`src/rtl/uart_pkg.sv`:
```
// Shared types and constants for the uart_tx arbiter slice.
// Arbiter states, the default byte width and the parity-type encodings.
package uart_pkg;

    localparam int UART_DATA_W = 8;

    localparam logic PAR_EVEN = 1'b0;
    localparam logic PAR_ODD  = 1'b1;

    typedef enum logic [1:0] {
        ARB_IDLE,
        ISSUE,
        WAIT_BUSY,
        WAIT_DONE
    } arb_state_t;

endpackage

```
`src/rtl/uart_rr_pick.sv`:
```
// Rotate-priority picker: first set request at or after rr_ptr_i, wrapping at NUM_REQ.
// Purely combinational; no backpressure of its own.
module uart_rr_pick #(
    parameter int NUM_REQ = 4,
    parameter int IDX_W   = $clog2(NUM_REQ)
) (
    input  logic [NUM_REQ-1:0] req_i,
    input  logic [IDX_W-1:0]   rr_ptr_i,
    output logic               valid_o,
    output logic [IDX_W-1:0]   idx_o
);

    logic [IDX_W:0]   sum;
    logic [IDX_W-1:0] cand;

    always_comb begin
        valid_o = 1'b0;
        idx_o   = '0;
        sum     = '0;
        cand    = '0;
        for (int i = 0; i < NUM_REQ; i++) begin
            // Explicit wrap so a non-power-of-2 NUM_REQ never indexes an absent requester.
            sum = {1'b0, rr_ptr_i} + (IDX_W+1)'(i);
            if (sum >= (IDX_W+1)'(NUM_REQ)) begin
                sum = sum - (IDX_W+1)'(NUM_REQ);
            end
            cand = sum[IDX_W-1:0];
            if (!valid_o && req_i[cand]) begin
                valid_o = 1'b1;
                idx_o   = cand;
            end
        end
    end

endmodule

```
`src/rtl/uart_tx_arbiter.sv`:
```
// Round-robin share of one uart_tx among NUM_REQ producers; ack/DATA_VALID 2 clk after req.
// Requesters hold req until ack; a grant is only issued while uart_tx reports !Busy.
module uart_tx_arbiter
    import uart_pkg::*;
#(
    parameter int NUM_REQ  = 4,
    parameter int DATA_W   = UART_DATA_W,
    parameter int BUSY_TMO = 4
) (
    input  logic                        clk,
    input  logic                        reset,
    input  logic [NUM_REQ-1:0]          req,
    input  logic [NUM_REQ*DATA_W-1:0]   req_data,
    input  logic [NUM_REQ-1:0]          req_par_en,
    input  logic [NUM_REQ-1:0]          req_par_typ,
    output logic [NUM_REQ-1:0]          ack,
    output logic                        DATA_VALID,
    output logic [DATA_W-1:0]           P_DATA,
    output logic                        PAR_EN,
    output logic                        PAR_TYP,
    input  logic                        Busy,
    output logic [$clog2(NUM_REQ)-1:0]  grant_id,
    output logic                        tmo_err
);

    localparam int IDX_W = $clog2(NUM_REQ);
    localparam int CNT_W = (BUSY_TMO > 1) ? $clog2(BUSY_TMO) : 1;

    arb_state_t          state_q, state_d;
    logic [IDX_W-1:0]    rr_ptr_q, rr_ptr_d;
    logic [CNT_W-1:0]    tmo_cnt_q, tmo_cnt_d;
    logic [NUM_REQ-1:0]  ack_q, ack_d;
    logic                dv_q, dv_d;
    logic [DATA_W-1:0]   pdata_q, pdata_d;
    logic                par_en_q, par_en_d;
    logic                par_typ_q, par_typ_d;
    logic [IDX_W-1:0]    grant_q, grant_d;
    logic                tmo_err_q, tmo_err_d;

    logic                pick_vld;
    logic [IDX_W-1:0]    pick_idx;
    logic [IDX_W-1:0]    next_ptr;
    logic [DATA_W-1:0]   data_arr [NUM_REQ];

    uart_rr_pick #(
        .NUM_REQ (NUM_REQ),
        .IDX_W   (IDX_W)
    ) u_pick (
        .req_i    (req),
        .rr_ptr_i (rr_ptr_q),
        .valid_o  (pick_vld),
        .idx_o    (pick_idx)
    );

    always_comb begin
        for (int i = 0; i < NUM_REQ; i++) begin
            data_arr[i] = req_data[i*DATA_W +: DATA_W];
        end
    end

    assign next_ptr = (grant_q == IDX_W'(NUM_REQ-1)) ? '0 : grant_q + IDX_W'(1);

    always_comb begin
        state_d   = state_q;
        rr_ptr_d  = rr_ptr_q;
        tmo_cnt_d = tmo_cnt_q;
        ack_d     = '0;
        dv_d      = 1'b0;
        pdata_d   = pdata_q;
        par_en_d  = par_en_q;
        par_typ_d = par_typ_q;
        grant_d   = grant_q;
        tmo_err_d = 1'b0;

        case (state_q)
            ARB_IDLE: begin
                // Busy here means a frame we did not start; hold off until it ends.
                if (pick_vld && !Busy) begin
                    pdata_d   = data_arr[pick_idx];
                    par_en_d  = req_par_en[pick_idx];
                    par_typ_d = req_par_typ[pick_idx];
                    grant_d   = pick_idx;
                    state_d   = ISSUE;
                end
            end
            ISSUE: begin
                dv_d           = 1'b1;
                ack_d[grant_q] = 1'b1;
                tmo_cnt_d      = '0;
                state_d        = WAIT_BUSY;
            end
            WAIT_BUSY: begin
                if (Busy) begin
                    state_d = WAIT_DONE;
                end else if (tmo_cnt_q == CNT_W'(BUSY_TMO-1)) begin
                    tmo_err_d = 1'b1;
                    rr_ptr_d  = next_ptr;
                    state_d   = ARB_IDLE;
                end else begin
                    tmo_cnt_d = tmo_cnt_q + CNT_W'(1);
                end
            end
            WAIT_DONE: begin
                if (!Busy) begin
                    rr_ptr_d = next_ptr;
                    state_d  = ARB_IDLE;
                end
            end
            default: state_d = ARB_IDLE;
        endcase
    end

    always_ff @(posedge clk) begin
        if (reset) begin
            state_q   <= ARB_IDLE;
            rr_ptr_q  <= '0;
            tmo_cnt_q <= '0;
            ack_q     <= '0;
            dv_q      <= 1'b0;
            pdata_q   <= '0;
            par_en_q  <= 1'b0;
            par_typ_q <= 1'b0;
            grant_q   <= '0;
            tmo_err_q <= 1'b0;
        end else begin
            state_q   <= state_d;
            rr_ptr_q  <= rr_ptr_d;
            tmo_cnt_q <= tmo_cnt_d;
            ack_q     <= ack_d;
            dv_q      <= dv_d;
            pdata_q   <= pdata_d;
            par_en_q  <= par_en_d;
            par_typ_q <= par_typ_d;
            grant_q   <= grant_d;
            tmo_err_q <= tmo_err_d;
        end
    end

    assign ack        = ack_q;
    assign DATA_VALID = dv_q;
    assign P_DATA     = pdata_q;
    assign PAR_EN     = par_en_q;
    assign PAR_TYP    = par_typ_q;
    assign grant_id   = grant_q;
    assign tmo_err    = tmo_err_q;

endmodule
```
`config.mk`:
```
export PLATFORM = sky130hd
export DESIGN_NAME = uart_tx_arbiter
export DESIGN_NICKNAME = d
export VERILOG_FILES = /design/src/rtl/uart_pkg.sv /design/src/rtl/uart_rr_pick.sv /design/src/rtl/uart_tx_arbiter.sv
export SDC_FILE = /design/constraint.sdc
export NUM_CORES = 1
export LEC_CHECK = 0
export ABC_AREA = 1
export CAP_MARGIN = 25
export CORE_MARGIN = 3
export CORE_UTILIZATION = 29
export DETAILED_ROUTE_END_ITERATION = 12
export HOLD_SLACK_MARGIN = 0.06
export PLACE_DENSITY = 0.66
export SYNTH_ARGS = -nofsm -noshare
export SYNTH_HDL_FRONTEND = slang
export SYNTH_HIERARCHICAL = 1
export SYNTH_SLANG_ARGS = --single-unit
```
`constraint.sdc`:
```
create_clock -name clk -period 2.4 [get_ports clk]
set_input_delay 0.48 -clock clk [delete_from_list [all_inputs] [get_ports clk]]
set_output_delay 0.48 -clock clk [all_outputs]
set_load 0.1 [all_outputs]
```
Word-level counts from Yosys, hierarchy flattened
Cells that the tools add are included.
{ "word_totals": {"ff_bits": 24, "inputBits": 47, "out_inout_bits": 18} }
{ "op_classes": {"addsub": 9, "magnitude_cmp": 12, "eq_ne": 11, "n_mux": 44, "bitwise_logic": 3, "reduce_logical": 18} }
{ "ops": {"columns": ["operator", "n"], "rows": [
  ["$mux W2", 18],
  ["$lt A2 B3 Y1 const B", 6],
  ["$bmux W8 S2", 1],
  ["$mux W8", 2],
  ["$mux W1", 13],
  ["$bmux W1 S2", 6],
  ["$ge A3 B3 Y1 const B", 4],
  ["$ne A2 B2 Y1 const B", 5],
  ["$eq A2 B2 Y1 const B", 4],
  ["$pmux W2 S2", 2],
  ["$pmux W2 S4", 1],
  ["$sub A2 B1 Y2 const B", 4],
  ["$add A2 B2 Y3 const B", 2],
  ["$reduce_and A3 Y1", 2],
  ["$logic_and A1 B1 Y1", 5],
  ["$add A2 B1 Y2 const B", 2],
  ["$logic_not A1 Y1", 4],
  ["$reduce_and A4 Y1", 1],
  ["$reduce_bool A2 Y1", 2],
  ["$add A2 B1 Y3 const B", 1],
  ["$ge A2 B3 Y1 const B", 1],
  ["$ne A3 B3 Y1 const B", 1],
  ["$not A2 Y3", 1],
  ["$reduce_or A3 Y1", 1],
  ["other kinds (7)", 8]
]} }

Depth between registers and ports, before layout
{ "logic_depth": {"depth_word": 18, "depth_mapped": 18, "depth_no_buf": 16} }

Modules after synthesis
The synthesis kept the hierarchy.
{ "modules_own_cells": {"columns": ["mod", "instances", "cells_each", "area_each_um2", "seq_area_each_um2"], "rows": [
  ["uart_tx_arbiter", 1, 232, 1467.7, 480.5],
  ["uart_rr_pick", 1, 59, 319.1, 0.0]
]} }

Worst setup path after synthesis
OpenSTA, ideal clock, no wires.
{ "synth_timing": {"path_kind": "input port to flip-flop", "start": "in req[3]", "end": "reg pdata_q[2], in the netlist P_DATA[2]", "setup_ns": 0.109, "arrival_time_ns": 1.702, "slack_ns": 0.589, "stages": 16, "path_buffers": 2, "cell_sequence": "inv_1 > nand2_2 > nand3_2 > nand2_4 > nor2_4 > nand3_2 > nand2_1 > nand2_1 > inv_1 > buf_4 > buf_4 > inv_1 > o21ai_0 > nand3_1 > nand2_1 > inv_1"} }
{ "synth_via": {"elab_chain_len": 16, "elab_cells_between_ends": 28, "classes_between": "mux: 19; bitwise: 1; reduce/logical: 8"} }
{ "synth_rtl": {"columns": ["element", "line_no", "source"], "rows": [
  ["start, declared", "uart_tx_arbiter.sv:12", "input logic [NUM_REQ-1:0] req,"],
  ["$bmux W1 S2", "uart_rr_pick.sv:28", "if (!valid_o && req_i[cand]) begin"],
  ["$mux W1 (not written as such)", "uart_rr_pick.sv:28", null],
  ["$mux W1", "uart_rr_pick.sv:28", null],
  ["$logic_not A1 Y1", "uart_rr_pick.sv:28", null],
  ["$logic_and A1 B1 Y1", "uart_rr_pick.sv:28", null],
  ["$mux W1", "uart_rr_pick.sv:28", null],
  ["$logic_not A1 Y1", "uart_rr_pick.sv:28", null],
  ["$logic_and A1 B1 Y1", "uart_rr_pick.sv:28", null],
  ["$mux W1", "uart_rr_pick.sv:28", null],
  ["$logic_not A1 Y1", "uart_rr_pick.sv:28", null],
  ["$logic_and A1 B1 Y1", "uart_rr_pick.sv:28", null],
  ["$mux W2 (*)", "uart_rr_pick.sv:28", null],
  ["via pick_idx[0]", "uart_tx_arbiter.sv:41", "logic [IDX_W-1:0] pick_idx;"],
  ["$not A2 Y3 (not written as such) (*)", "uart_tx_arbiter.sv:79", "pdata_d = data_arr[pick_idx];"],
  ["$bmux W8 S2 (*)", "uart_tx_arbiter.sv:79", null],
  ["$mux W8 (not written as such) (*) (2 in series)", "uart_tx_arbiter.sv:79", null],
  ["end signal, assigned", "uart_tx_arbiter.sv:131", "pdata_q <= pdata_d;"],
  ["end, declared", "uart_tx_arbiter.sv:34", "logic [DATA_W-1:0] pdata_q, pdata_d;"]
]} }
Mark *: on every way through the listed nets, which the timed path passes. The rest lies on a longest branch. The select of a mux whose other input is x is not followed.
A chain may end at the register's enable or synchronous reset.

Worst setup path in the final report
Same ends and word-level chain as after synthesis.

==> impl_metrics.yaml <==
status:
  status: "completed"
worst_setup_path:
  rr_worst_depth: 15
  end_kind: "register"
  r2r-start: "rr_ptr_q[1]"
  critPathRequiredTime_ns: 2.57
  r2r_setup_slack_ns: 0.36
  start_kind: "primary input"
  critPathKind: "primary input to register"
  arrival_ns: 2.36
  r2r_end: "P_DATA[2]"
  crit_fanout: 29
placed_design:
  io_buffers: 64
  gp_congestion: 0.867
  dpl.hpwl_mm: 3.53
  dpl_cell_area_um2: 2490
cts:
  ctsResizeCount: 0
  cts_root_buffer: "clkbuf_8"
  clk_latency_ns: 0.26
  clk_pin_slew_ns: 0.08
  clkSinkCount: 24
  cts_buffer_depth: 2
  cts_made_buffers: 3
  cts_setup_buffers: 0
  cts_tree: "yes"
  htree_levels: 1
  hold_buffers: 0
grt:
  grt_use_total: 0.125
  grt_pass1_vias: 1712
  grt_overflow_total: 0
  grt_start_max_net_pins: 30
  grt_pass1_wl_mm: 7.53
  antenna_found_initial: 0
synthesis:
  synth_area_leaders: "dfxtp_1 (27%), nand2_1 (14%), inv_1 (12%), nor2_1 (10%), nand3_1 (6.4%)"
  seq_area_frac_synth: 0.269
  ys_seq_elements: 24
  synth_top_family_by_area: "simple AND/OR/NAND/NOR gates"
  synth-simple-area-share: 0.442
  synth_cells: 291
  syn_area_per_cell_um2: 6.14
  synth_fa_ha_area_frac: 0.0350
  synth_top_area_share: 0.269
  syn_nets: 343
  synth_xor_area_frac: 0
  synth.distinct_cells: 25
  yosys_warnings: 6
  synth_compound_area_frac: 0.0952
  synthMuxAreaShare: 0
  synth_top_area_cell: "dfxtp_1"
  synthesis.area_um2: 1790
timing:
  fin_worst_skew_ns: 0.00160
  finalCriticalPeriod_ns: 2.19
  worst_pin_slew_ns: 0.289
  finalMaxSlewViolations: 0
  finalSetupViolCount: 0
  setup_tns_ns: 0
  timing.fmax_ghz: 0.457
  rsz0062_at_grt: "false"
  finalCritPeriodShare: 0.911
  hold_violations: 0
  hold_slack_ns: 0.499
  maxSlewHeadroom: 0.807
route:
  drtAntennaViolNets: 0
  vias_per_cell: 4.24
  drt_iter0_markers: 49
  wl_per_cell_um: 9.79
  wl_mm: 4.23
  drt-pass1-iter-count: 4
  num_vias: 1831
  post-route-drc-count: 0
layout:
  final_cell_mix: "nand2_1 (65), inv_1 (55), nor2_1 (48)"
  fin_area_um2: 2550
  n_antenna_cell: 0
  layout_commonest_cell: "nand2_1"
  nets: 413
  area.growth.synth_to_final_pct: 42.6
  drive_above_1_share: 0.200
pwr:
  p_comb_frac: 0.642
  clkPwrFrac: 0.116
  switchingPower_mw: 1.26
  ir_drop_mv: 0.462
  p_per_area_nw_per_um2: 929
  p_leak_nw: 1.28
  p_int_mw: 1.11
  seqPwrFrac: 0.242
  p_sw_frac: 0.531
hold_path:
  min_path_cells: 2
  min_from: "tmo_cnt_q[1]"
  min_path_type: "register to register"
  min_to: "tmo_cnt_q[1]"
job:
  cap_viol_max_count: 0
floorplan:
  num_rows: 27
  start_util: 0.311
  fp.dieW_um: 84.5
  floorplan.die.height_um: 84.5
  io_pins: 65
  core_um2: 5740
  dieArea_um2: 7140
-- cells in the mapped netlist (all sizes together) --
| cell type | instances |
|---|---|
| nand2 | 79 |
| inv | 59 |
| nor2 | 52 |
| nand3 | 28 |
| dfxtp | 24 |
| a21oi | 16 |
| o21ai | 12 |
| buf | 8 |
| ha | 5 |
| or2 | 5 |
| nand3b | 1 |
| nand4 | 1 |
| nor3 | 1 |
-- power by group through the flow --
stage / clock (mW) / sequential [mW] / combinational (mW)
6_report: 0.275 / 0.572 / 1.52
5_1_grt: 0.302 / 0.590 / 1.67
4_1_cts: 0.290 / 0.572 / 1.54
3_5_place_dp: 0 / 0.582 / 1.53
3_3_place_gp: 0 / 0.579 / 1.52
2_1_floorplan: 0 / 1.07 / 0.681
-- registers in the layout, indices dropped and copies added, names as in the netlist --
| signal | flops |
|---|---|
| P_DATA | 8 |
| ack | 4 |
| grant_id | 2 |
| rr_ptr_q | 2 |
| state_q | 2 |
| tmo_cnt_q | 2 |
| DATA_VALID | 1 |
| PAR_EN | 1 |
| PAR_TYP | 1 |
| tmo_err | 1 |
-- critical path, stage by stage --
cell and delay, ns:
clkdlybuf4s50_1 0.48, inv_1 0.07, nand2_2 0.07, nand3_2 0.10, nand2_4 0.11, nor2_1 0.06, nor2_2 0.07, nand2_1 0.05
nand2_1 0.05, inv_1 0.08, buf_12 0.17, or2_2 0.29, nand3_1 0.07, nand3_1 0.10, nand2_1 0.07, inv_1 0.03
-- through the flow --
| step | worst slack (ns) | cells | power [mW] | utilization |
|---|---|---|---|---|
| 3_5_place_dp | -0.106 | 428 | 2.11 | 0.434 |
| 2_1_floorplan | 0.589 | 291 | 1.76 | - |
| 4_1_cts | 0.175 | 432 | 2.40 | 0.443 |
| 3_3_place_gp | -0.0611 | 428 | 2.10 | 0.434 |
| 6_report | 0.213 | 432 | 2.37 | 0.444 |
| 5_1_grt | 0.0625 | 432 | 2.56 | 0.444 |
-- metal layers --
metal  global-route usage  up-vias  share of wire
li1                     -     1010              -
met1                0.166      766           0.49
met2                0.199       55           0.43
met3               0.0491        0          0.083
met4               0.0158        0              0
met5                    0        -              0
-- worst max path at each step --
stage | start | to
floorplan | req[3] | P_DATA[2]
global placement | req[2] | P_DATA[2]
detailed placement | req[2] | P_DATA[2]
CTS | req[2] | P_DATA[2]
global route | req[0] | P_DATA[2]
finish | req[3] | P_DATA[2]
-- layout make-up --
class / count / area, um2
clock buffers: 4 / 55.1
fillers: 620 / 3190
inverters: 59 / 221
multi-input cells: 200 / 1020
flip-flops and latches: 24 / 482
well taps: 72 / 90.1
repair buffers: 73 / 678
-- logic make-up after synthesis --
kind of cell	after synthesis
simple gates	167
buf+inv	67
compound gates	28
flops	24
fa+ha+maj	5
Power figures use the tool's default switching activity.
